**src/rtl/plugin_gray_threshold_pkg.sv**
```systemverilog
// Shared types and constants for the gray-threshold accelerator.
// Used by plugin_gray_threshold and (under GRAY_THRESH_HIST_EN) gray_histogram.
package plugin_gray_threshold_pkg;

    typedef enum logic [2:0] {
        TH_IDLE   = 3'd0,
        TH_READ   = 3'd1,
        TH_WRITE  = 3'd2,
        TH_NEXT   = 3'd3,
        TH_FINISH = 3'd4
    } thresh_state_t;

    localparam logic [31:0] THRESH_WHITE_WORD = 32'hFFFF_FF00;
    localparam logic [31:0] THRESH_BLACK_WORD = 32'h0000_0000;

    localparam int HIST_BINS = 16;

endpackage

```
**src/rtl/plugin_gray_threshold_hist.sv**
```systemverilog
// 16-bin histogram of the gray value's upper nibble, with combinational
// readback of one selected bin. Only instantiated under GRAY_THRESH_HIST_EN.
module gray_histogram
    import plugin_gray_threshold_pkg::*;
#(
    parameter int CNT_W = 32
) (
    input  logic             clk,
    input  logic             reset_n,
    input  logic             clear,
    input  logic             inc_en,
    input  logic [3:0]       bin,
    input  logic [3:0]       sel,
    output logic [CNT_W-1:0] count
);

    logic [CNT_W-1:0] bin_q [HIST_BINS];
    logic [CNT_W-1:0] bin_d [HIST_BINS];

    genvar gi;
    generate
        for (gi = 0; gi < HIST_BINS; gi++) begin : g_bin
            // Clear wins over a coincident increment; a start never overlaps a READ.
            always_comb begin
                bin_d[gi] = bin_q[gi];
                if (clear) begin
                    bin_d[gi] = '0;
                end else if (inc_en && (bin == 4'(gi))) begin
                    bin_d[gi] = bin_q[gi] + CNT_W'(1);
                end
            end

            always_ff @(posedge clk or negedge reset_n) begin
                if (!reset_n) begin
                    bin_q[gi] <= '0;
                end else begin
                    bin_q[gi] <= bin_d[gi];
                end
            end
        end
    endgenerate

    assign count = bin_q[sel];

endmodule

```
**src/rtl/plugin_gray_threshold.sv**
```systemverilog
// Memory-mapped gray-to-binary threshold stage: reads {g,g,g,0} words, writes
// white/black words and counts white pixels. Optional histogram: GRAY_THRESH_HIST_EN.
module plugin_gray_threshold
    import plugin_gray_threshold_pkg::*;
#(
    parameter int STRIDE = 4,
    parameter int CNT_W  = 32
) (
    input  logic             clk,
    input  logic             reset_n,
    input  logic             start,
    output logic             busy,
    output logic             done,
    input  logic [31:0]      in_start_addr,
    input  logic [31:0]      out_start_addr,
    input  logic [31:0]      width,
    input  logic [31:0]      height,
    input  logic [7:0]       threshold,
    output logic [CNT_W-1:0] progress,
    output logic [CNT_W-1:0] white_count,
    output logic             mem_req,
    output logic             mem_we,
    output logic [31:0]      mem_addr,
    output logic [31:0]      mem_wdata,
    input  logic [31:0]      mem_rdata,
    input  logic             mem_ready
`ifdef GRAY_THRESH_HIST_EN
    ,
    input  logic [3:0]       hist_sel,
    output logic [CNT_W-1:0] hist_count
`endif
);

    thresh_state_t    state_q, state_d;
    logic [31:0]      in_base_q, in_base_d;
    logic [31:0]      out_base_q, out_base_d;
    logic [7:0]       thr_q, thr_d;
    logic [CNT_W-1:0] total_q, total_d;
    logic [CNT_W-1:0] idx_q, idx_d;
    logic [CNT_W-1:0] progress_q, progress_d;
    logic [CNT_W-1:0] white_cnt_q, white_cnt_d;
    logic             white_q, white_d;
    logic [31:0]      addr_q, addr_d;
    logic [31:0]      wdata_q, wdata_d;
    logic [63:0]      total_full;
    logic [CNT_W-1:0] total_calc;
    logic [31:0]      pix_off;

    assign total_full = 64'(width) * 64'(height);
    assign total_calc = CNT_W'(total_full);

    // Address/data registers are loaded from next-state values, so they are
    // already valid in the first cycle of READ/WRITE and frozen while stalled.
    assign pix_off = 32'(idx_d) * 32'(STRIDE);

    always_comb begin
        state_d     = state_q;
        in_base_d   = in_base_q;
        out_base_d  = out_base_q;
        thr_d       = thr_q;
        total_d     = total_q;
        idx_d       = idx_q;
        progress_d  = progress_q;
        white_cnt_d = white_cnt_q;
        white_d     = white_q;

        case (state_q)
            TH_IDLE: begin
                if (start) begin
                    in_base_d   = in_start_addr;
                    out_base_d  = out_start_addr;
                    thr_d       = threshold;
                    total_d     = total_calc;
                    idx_d       = '0;
                    progress_d  = '0;
                    white_cnt_d = '0;
                    state_d     = (total_calc == '0) ? TH_FINISH : TH_READ;
                end
            end
            TH_READ: begin
                if (mem_ready) begin
                    white_d = (mem_rdata[31:24] >= thr_q);
                    state_d = TH_WRITE;
                end
            end
            TH_WRITE: begin
                if (mem_ready) begin
                    progress_d  = progress_q + CNT_W'(1);
                    white_cnt_d = white_cnt_q + CNT_W'(white_q);
                    state_d     = TH_NEXT;
                end
            end
            TH_NEXT: begin
                if (idx_q == total_q - CNT_W'(1)) begin
                    state_d = TH_FINISH;
                end else begin
                    idx_d   = idx_q + CNT_W'(1);
                    state_d = TH_READ;
                end
            end
            TH_FINISH: begin
                state_d = TH_IDLE;
            end
            default: begin
                state_d = TH_IDLE;
            end
        endcase

        addr_d  = addr_q;
        wdata_d = wdata_q;
        if (state_d == TH_READ) begin
            addr_d = in_base_d + pix_off;
        end else if (state_d == TH_WRITE) begin
            addr_d  = out_base_d + pix_off;
            wdata_d = white_d ? THRESH_WHITE_WORD : THRESH_BLACK_WORD;
        end
    end

    always_ff @(posedge clk or negedge reset_n) begin
        if (!reset_n) begin
            state_q     <= TH_IDLE;
            in_base_q   <= '0;
            out_base_q  <= '0;
            thr_q       <= '0;
            total_q     <= '0;
            idx_q       <= '0;
            progress_q  <= '0;
            white_cnt_q <= '0;
            white_q     <= 1'b0;
            addr_q      <= '0;
            wdata_q     <= '0;
        end else begin
            state_q     <= state_d;
            in_base_q   <= in_base_d;
            out_base_q  <= out_base_d;
            thr_q       <= thr_d;
            total_q     <= total_d;
            idx_q       <= idx_d;
            progress_q  <= progress_d;
            white_cnt_q <= white_cnt_d;
            white_q     <= white_d;
            addr_q      <= addr_d;
            wdata_q     <= wdata_d;
        end
    end

    assign mem_req     = (state_q == TH_READ) || (state_q == TH_WRITE);
    assign mem_we      = (state_q == TH_WRITE);
    assign mem_addr    = addr_q;
    assign mem_wdata   = wdata_q;
    assign busy        = (state_q == TH_READ) || (state_q == TH_WRITE) || (state_q == TH_NEXT);
    assign done        = (state_q == TH_FINISH);
    assign progress    = progress_q;
    assign white_count = white_cnt_q;

    // Only the replicated gray byte in [31:24] carries information.
    logic unused_rdata;
    assign unused_rdata = ^mem_rdata[23:0];

`ifdef GRAY_THRESH_HIST_EN
    logic hist_clear;
    logic hist_inc;

    assign hist_clear = (state_q == TH_IDLE) && start;
    assign hist_inc   = (state_q == TH_READ) && mem_ready;

    gray_histogram #(
        .CNT_W (CNT_W)
    ) u_hist (
        .clk     (clk),
        .reset_n (reset_n),
        .clear   (hist_clear),
        .inc_en  (hist_inc),
        .bin     (mem_rdata[31:28]),
        .sel     (hist_sel),
        .count   (hist_count)
    );
`endif

endmodule
```
**config.mk**
```make
export PLATFORM = sky130hd
export DESIGN_NAME = plugin_gray_threshold
export DESIGN_NICKNAME = d
export VERILOG_FILES = /design/src/rtl/plugin_gray_threshold_pkg.sv /design/src/rtl/plugin_gray_threshold_hist.sv /design/src/rtl/plugin_gray_threshold.sv
export SDC_FILE = /design/constraint.sdc
export NUM_CORES = 2
export LEC_CHECK = 0
export CORE_UTILIZATION = 45
export CTS_CLUSTER_DIAMETER = 120
export DETAILED_ROUTE_END_ITERATION = 12
export PLACE_DENSITY_LB_ADDON = 0.25
export SYNTH_ARGS = -nofsm -noshare
export SYNTH_HDL_FRONTEND = slang
export SYNTH_SLANG_ARGS = --single-unit
```
**constraint.sdc**
```tcl
create_clock -name clk -period 16.4 [get_ports clk]
set_input_delay 4.1 -clock clk [delete_from_list [all_inputs] [get_ports clk]]
set_output_delay 4.1 -clock clk [all_outputs]
set_load 0.02 [all_outputs]
```
* After elaboration in Yosys (flattened, before gate mapping)
Index checks and enable logic that the tools add are counted.
Word-level totals: flip-flop bits (word level) 268, logic and storage cells 65
Operators by class: equality and inequality tests 10, bitwise logic cells 1, magnitude comparators 1, mux-type cells 23, $add $sub $neg 6, reduce and logical (&&, ||, !) cells 11, multipliers 1
Operator list (number):
- $mux W32 | 12
- $pmux W32 S2 | 3
- $add A32 B1 Y32 const B | 2
- $add A32 B32 Y32 | 2
- $add A32 B1 Y32 | 1
- $eq A32 B32 Y1 | 1
- $logic_not A32 Y1 | 1
- $mul A32 B32 Y32 | 1
- $sub A32 B1 Y32 const B | 1
- $mux W3 | 5
- $pmux W3 S4 | 1
- $eq A3 B2 Y1 const B | 3
- $ge A8 B8 Y1 | 1
- $eq A3 B1 Y1 const B | 2
- $reduce_and A3 Y1 | 2
- $reduce_bool A2 Y1 | 3
- $ne A2 B2 Y1 const B | 2
- $reduce_and A2 Y1 | 2
- $eq A3 B3 Y1 const B | 1
- $logic_not A3 Y1 | 1
- $logic_or A1 B1 Y1 | 2
- $mux W1 | 2
- $ne A2 B1 Y1 const B | 1
- $not A1 Y1 | 1

* Depth between registers and ports, before layout
depth after elaboration 8, mapped depth 44

* Least setup slack after synthesis
Ideal clock, no wire load.
path type input to register, from input width[13], to register addr_q[31], in the netlist mem_addr[31], slack 2106 ps, buffers on the path 4, arrival time 14168 ps, cell stages on the path 41, path through clkbuf_1 -> clkbuf_1 -> nand2_1 -> fa_1 -> fa_1 -> fa_1 -> fa_1 -> fa_1 -> inv_1 -> fa_1 -> inv_1 -> fa_1 -> fa_1 -> inv_1 -> ha_1 -> nand3_1 -> nor2_1 -> nand3_1 -> [5 not listed] -> nor3_1 -> a41oi_1 -> buf_6 -> clkbuf_1 -> mux2_2 -> ha_1 -> o21ai_0 -> o21ai_0 -> nand2_1 -> a211oi_1 -> a221oi_1 -> or3_1 -> o221a_2 -> a21oi_1 -> a31oi_1 -> xor2_2 -> xnor2_1 -> a221o_1
On the way: cells in the longest elaborated chain, start to end 7, elaborated cells between the ends (all ways) 9
Ends and longest elaborated chain:
- start: declaration | line plugin_gray_threshold.sv:16 | input logic [31:0] width,
- $mul A32 B32 Y32 * | line plugin_gray_threshold.sv:49 | assign total_full = 64'(width) * 64'(height);
- $logic_not A32 Y1 * | line plugin_gray_threshold.sv:77 | state_d = (total_calc == '0) ? TH_FINISH : TH_READ;
- $mux W3 * | line plugin_gray_threshold.sv:77
- $mux W3 * | line plugin_gray_threshold.sv:69 | if (start) begin
- $pmux W3 S4 * | line plugin_gray_threshold.sv:67 | case (state_q)
- $eq A3 B1 Y1 or $eq A3 B2 Y1 (tied branches) | line plugin_gray_threshold.sv:111, plugin_gray_threshold.sv:113
- $mux W32 or $reduce_bool A2 Y1 (tied branches)
- end signal: assignment | line plugin_gray_threshold.sv:142 | addr_q <= addr_d;
- end: declaration | line plugin_gray_threshold.sv:43 | logic [31:0] addr_q, addr_d;
Mark *: on every way between the ends. The rest lies on a longest branch, timed or not. A chain may end at the register's enable or synchronous reset.

* Worst setup path in the final report
from input height[5], to register addr_q[30], in the netlist mem_addr[30]
On the way: cells in the longest elaborated chain, start to end 7, elaborated cells between the ends (all ways) 9
Ends and longest elaborated chain:
- start: declaration | line plugin_gray_threshold.sv:17 | input logic [31:0] height,
- $mul A32 B32 Y32 * | line plugin_gray_threshold.sv:49
- $logic_not A32 Y1 * | line plugin_gray_threshold.sv:77
- $mux W3 * | line plugin_gray_threshold.sv:77
- $mux W3 * | line plugin_gray_threshold.sv:69
- $pmux W3 S4 * | line plugin_gray_threshold.sv:67
- $eq A3 B1 Y1 or $eq A3 B2 Y1 (tied branches) | line plugin_gray_threshold.sv:111, plugin_gray_threshold.sv:113
- $mux W32 or $reduce_bool A2 Y1 (tied branches)
Marked as above.

==> flow_summary.yaml <==
status:
  outcome: "finished, final reports clean"
floorplan:
  dieArea_sq_mm: 0.0645
  fp.dieH_um: 254
  initial_core_util: 0.459
  rows: 91
  die_x_um: 254
  pin_count: 304
  fp.coreArea_sq_mm: 0.0622
place:
  hpwl_mm: 60.3
  gp_congestion: 0.872
  portBuffers: 271
clocking:
  cts.sinks: 237
  worstSkewPairLatency_ps: 530
  cts_resized: 0
  cts_tree: "done"
  cts_hold_buf: 0
  clock_path_buffers: 3
  clkSlewWorstSetupHoldPaths_ps: 60
  clockRootBuffer: "clkbuf_16"
  cts_setup_buffers: 0
  cts-htree-levels: 1
  cts_buffers: 24
sta:
  rsz0062_at_grt: "false"
  period_share: 0.929
  drv_slew: 0
  setup_tns_ps: 0
  tightest_slew_ps: 1030
  fin_skew_ps: 22.4
  fmax_mhz: 65.6
  finalHoldViolations: 0
  relSlewSlack: 0.315
  finalCriticalPeriod_ps: 15230
  setup_viol: 0
layout:
  multiInputGateArea_sq_mm: 0.0206
  n_antenna_cell: 0
  syn2layout_area_growth_pct: 15.8
  fillers: 5747
  drive_above_1_share: 0.0639
  final-seq-area_sq_mm: 0.00593
  finalNetCount: 4094
drt:
  wl_mm: 74.4
  via_count: 22000
  via_per_inst: 5.23
  dr.pass1.iters: 5
  drt-initial-drc-count: 1136
  drtAntennaViolNets: 0
  drc_errors: 0
  wl_per_cell_um: 17.7
setup_path:
  worst_path_most_repeated_cell: "fa_1"
  critPathLaunchType: "input port"
  cp_max_fo: 18
  max_stage_delay_ps: 860
  crit_buf_inv: 8
  path_delay_family: "adder cells"
  cpMaxStageDelayCell: "clkdlybuf4s50_1"
  arrival_ps: 15650
  worstPathRequired_ps: 16820
  end_kind: "flop"
  path_class: "in -> reg"
run:
  max_cap_viol_count: 0
global_route:
  grt_busiest_layer: "met2"
  use_met2: 0.387
  overflow: 0
  grt_util_met3: 0.0346
  grt_pass1_vias: 22000
  grt_pass1_wl_mm: 120
  antenna_found_initial: 3
  grt_start_max_net_pins: 160
  grt_usage: 0.235
  gr-usage-met1: 0.330
logic_synthesis:
  synth-seq-area-share: 0.208
  ys_types: 79
  ys.flop_type: "dfrtp_1"
  synth_cells: 3130
  yosysWarningCount: 0
  synth_edf_count: 0
  mappedNetlistArea_sq_mm: 0.0286
  synth_seq_cells: 237
  syn_area_per_cell_sq_um: 9.12
  async_flop_share: 1.00
worst_hold_path:
  hold_class: "reg -> reg"
[per-stage QoR]
stage           util  cell area [sq um]  hold slack, ps  worst slack (ps)  cells
2_1_floorplan      -              28600             436              2110   3137
3_3_place_gp   0.519              32300             449               704   4159
3_5_place_dp   0.519              32300             454               662   4159
4_1_cts        0.532              33100             470              1190   4201
5_1_grt        0.532              33100             489               454   4201
6_report       0.532              33100             467              1170   4201
[state kept, by name (all words and copies together) (netlist names)]
signal / count
total_q: 32
mem_addr: 32
idx_q: 32
thr_q: 8
progress: 32
in_base_q: 32
out_base_q: 32
state_q: 3
white_count: 32
mem_wdata: 1
white_q: 1
[routing by layer]
| layer | wire [um] | share of wire |
|---|---|---|
| met3 | 4660 | 0.063 |
| met1 | 33200 | 0.45 |
| met2 | 35300 | 0.47 |
| met4 | 1210 | 0.016 |
| met5 | 13 | 0.00017 |
[worst paths after layout]
check	start	endpoint	slack, ps	cells past startpoint
max reg2reg	total_q[0]$_DFFE_PN0P_	mem_addr[30]$_DFFE_PN0P_	8120	28
min	out_base_q[30]$_DFF_PN0_	out_base_q[30]$_DFF_PN0_	470	2
max in group asynchronous	reset_n	mem_addr[4]$_DFFE_PN0P_	10540	3
min in group asynchronous	reset_n	in_base_q[23]$_DFF_PN0_	3580	1
min reg2reg	out_base_q[30]$_DFF_PN0_	out_base_q[30]$_DFF_PN0_	470	2
max	height[5]	mem_addr[30]$_DFFE_PN0P_	1170	42
[cell type report]
cell class / instances / share of cell area
flip-flops and latches: 237 / 0.179
clock buffers: 37 / 0.0215
repair buffers: 368 / 0.106
clock inverters: 5 / 0.00242
inverters: 323 / 0.0367
well taps: 837 / 0.0317
multi-input cells: 2394 / 0.623
[cells in the final DEF (no fill, tap or decap), types with 5 or more instances in the layout]
cell / instances
a211oi_1: 10
a21o_1: 23
a21oi_1: 81
a31oi_1: 20
and2_1: 199
and3_1: 26
and4_1: 7
buf_4: 93
clkbuf_1: 8
clkbuf_16: 25
clkdlybuf4s50_1: 270
conb_1: 8
dfrtp_1: 237
fa_1: 409
ha_1: 165
inv_1: 323
mux2_2: 59
mux2i_1: 10
nand2_1: 656
nand2b_1: 11
nand3_1: 52
nand4_1: 25
nor2_1: 110
nor2b_1: 15
nor3_1: 26
nor3b_1: 6
nor4_1: 11
o211ai_1: 8
o21a_1: 10
o21ai_0: 117
o21bai_1: 5
o31ai_1: 7
or2_2: 7
or3_1: 23
xnor2_1: 120
xor2_1: 81
[cells in the mapped netlist (8+ instances only)]
library cell  count  share of area
o21ai_0         117          0.021
nand2_1         656          0.086
nor2b_1          15         0.0033
xnor2_1         120          0.037
nor4_1           11         0.0024
nand4_1          25         0.0055
nor3_1           26         0.0046
a31oi_1          20         0.0044
a21o_1           23         0.0060
inv_1           323          0.042
mux2i_1          10         0.0035
ha_1            165          0.072
buf_4            33         0.0087
o21a_1           10         0.0026
dfrtp_1         237           0.21
clkbuf_1        134          0.018
and3_1           26         0.0057
or3_1            23         0.0050
a211oi_1         10         0.0026
a21oi_1          81          0.014
o211ai_1          8         0.0021
fa_1            409           0.29
nand2b_1         11         0.0024
nand3_1          52         0.0091
nor2_1          111          0.015
xor2_1           81          0.025
and2_1          199          0.044
mux2_2           59          0.023
buf_6             9         0.0035
[kinds of logic (layout without fill, tap and decap cells)]
kind of cell    count (synthesis)  count (layout)  share of synthesized area
compound gates                342             342                     0.0753
mux                            69              69                     0.0268
other cells                     1               8                   0.000131
buf+inv                       506             733                     0.0734
flops                         237             237                      0.208
simple gates                 1199            1199                      0.196
xor+xnor                      202             202                     0.0622
fa+ha+maj                     574             574                      0.359
[worst min-delay path: stages (launching register included)]
cell     delay, ps
dfrtp_1        320
nand2_1         40
nand2_1         70
Power is not shown: default switching activity piles up to over one toggle a cycle in this logic, so the estimate is an artifact.
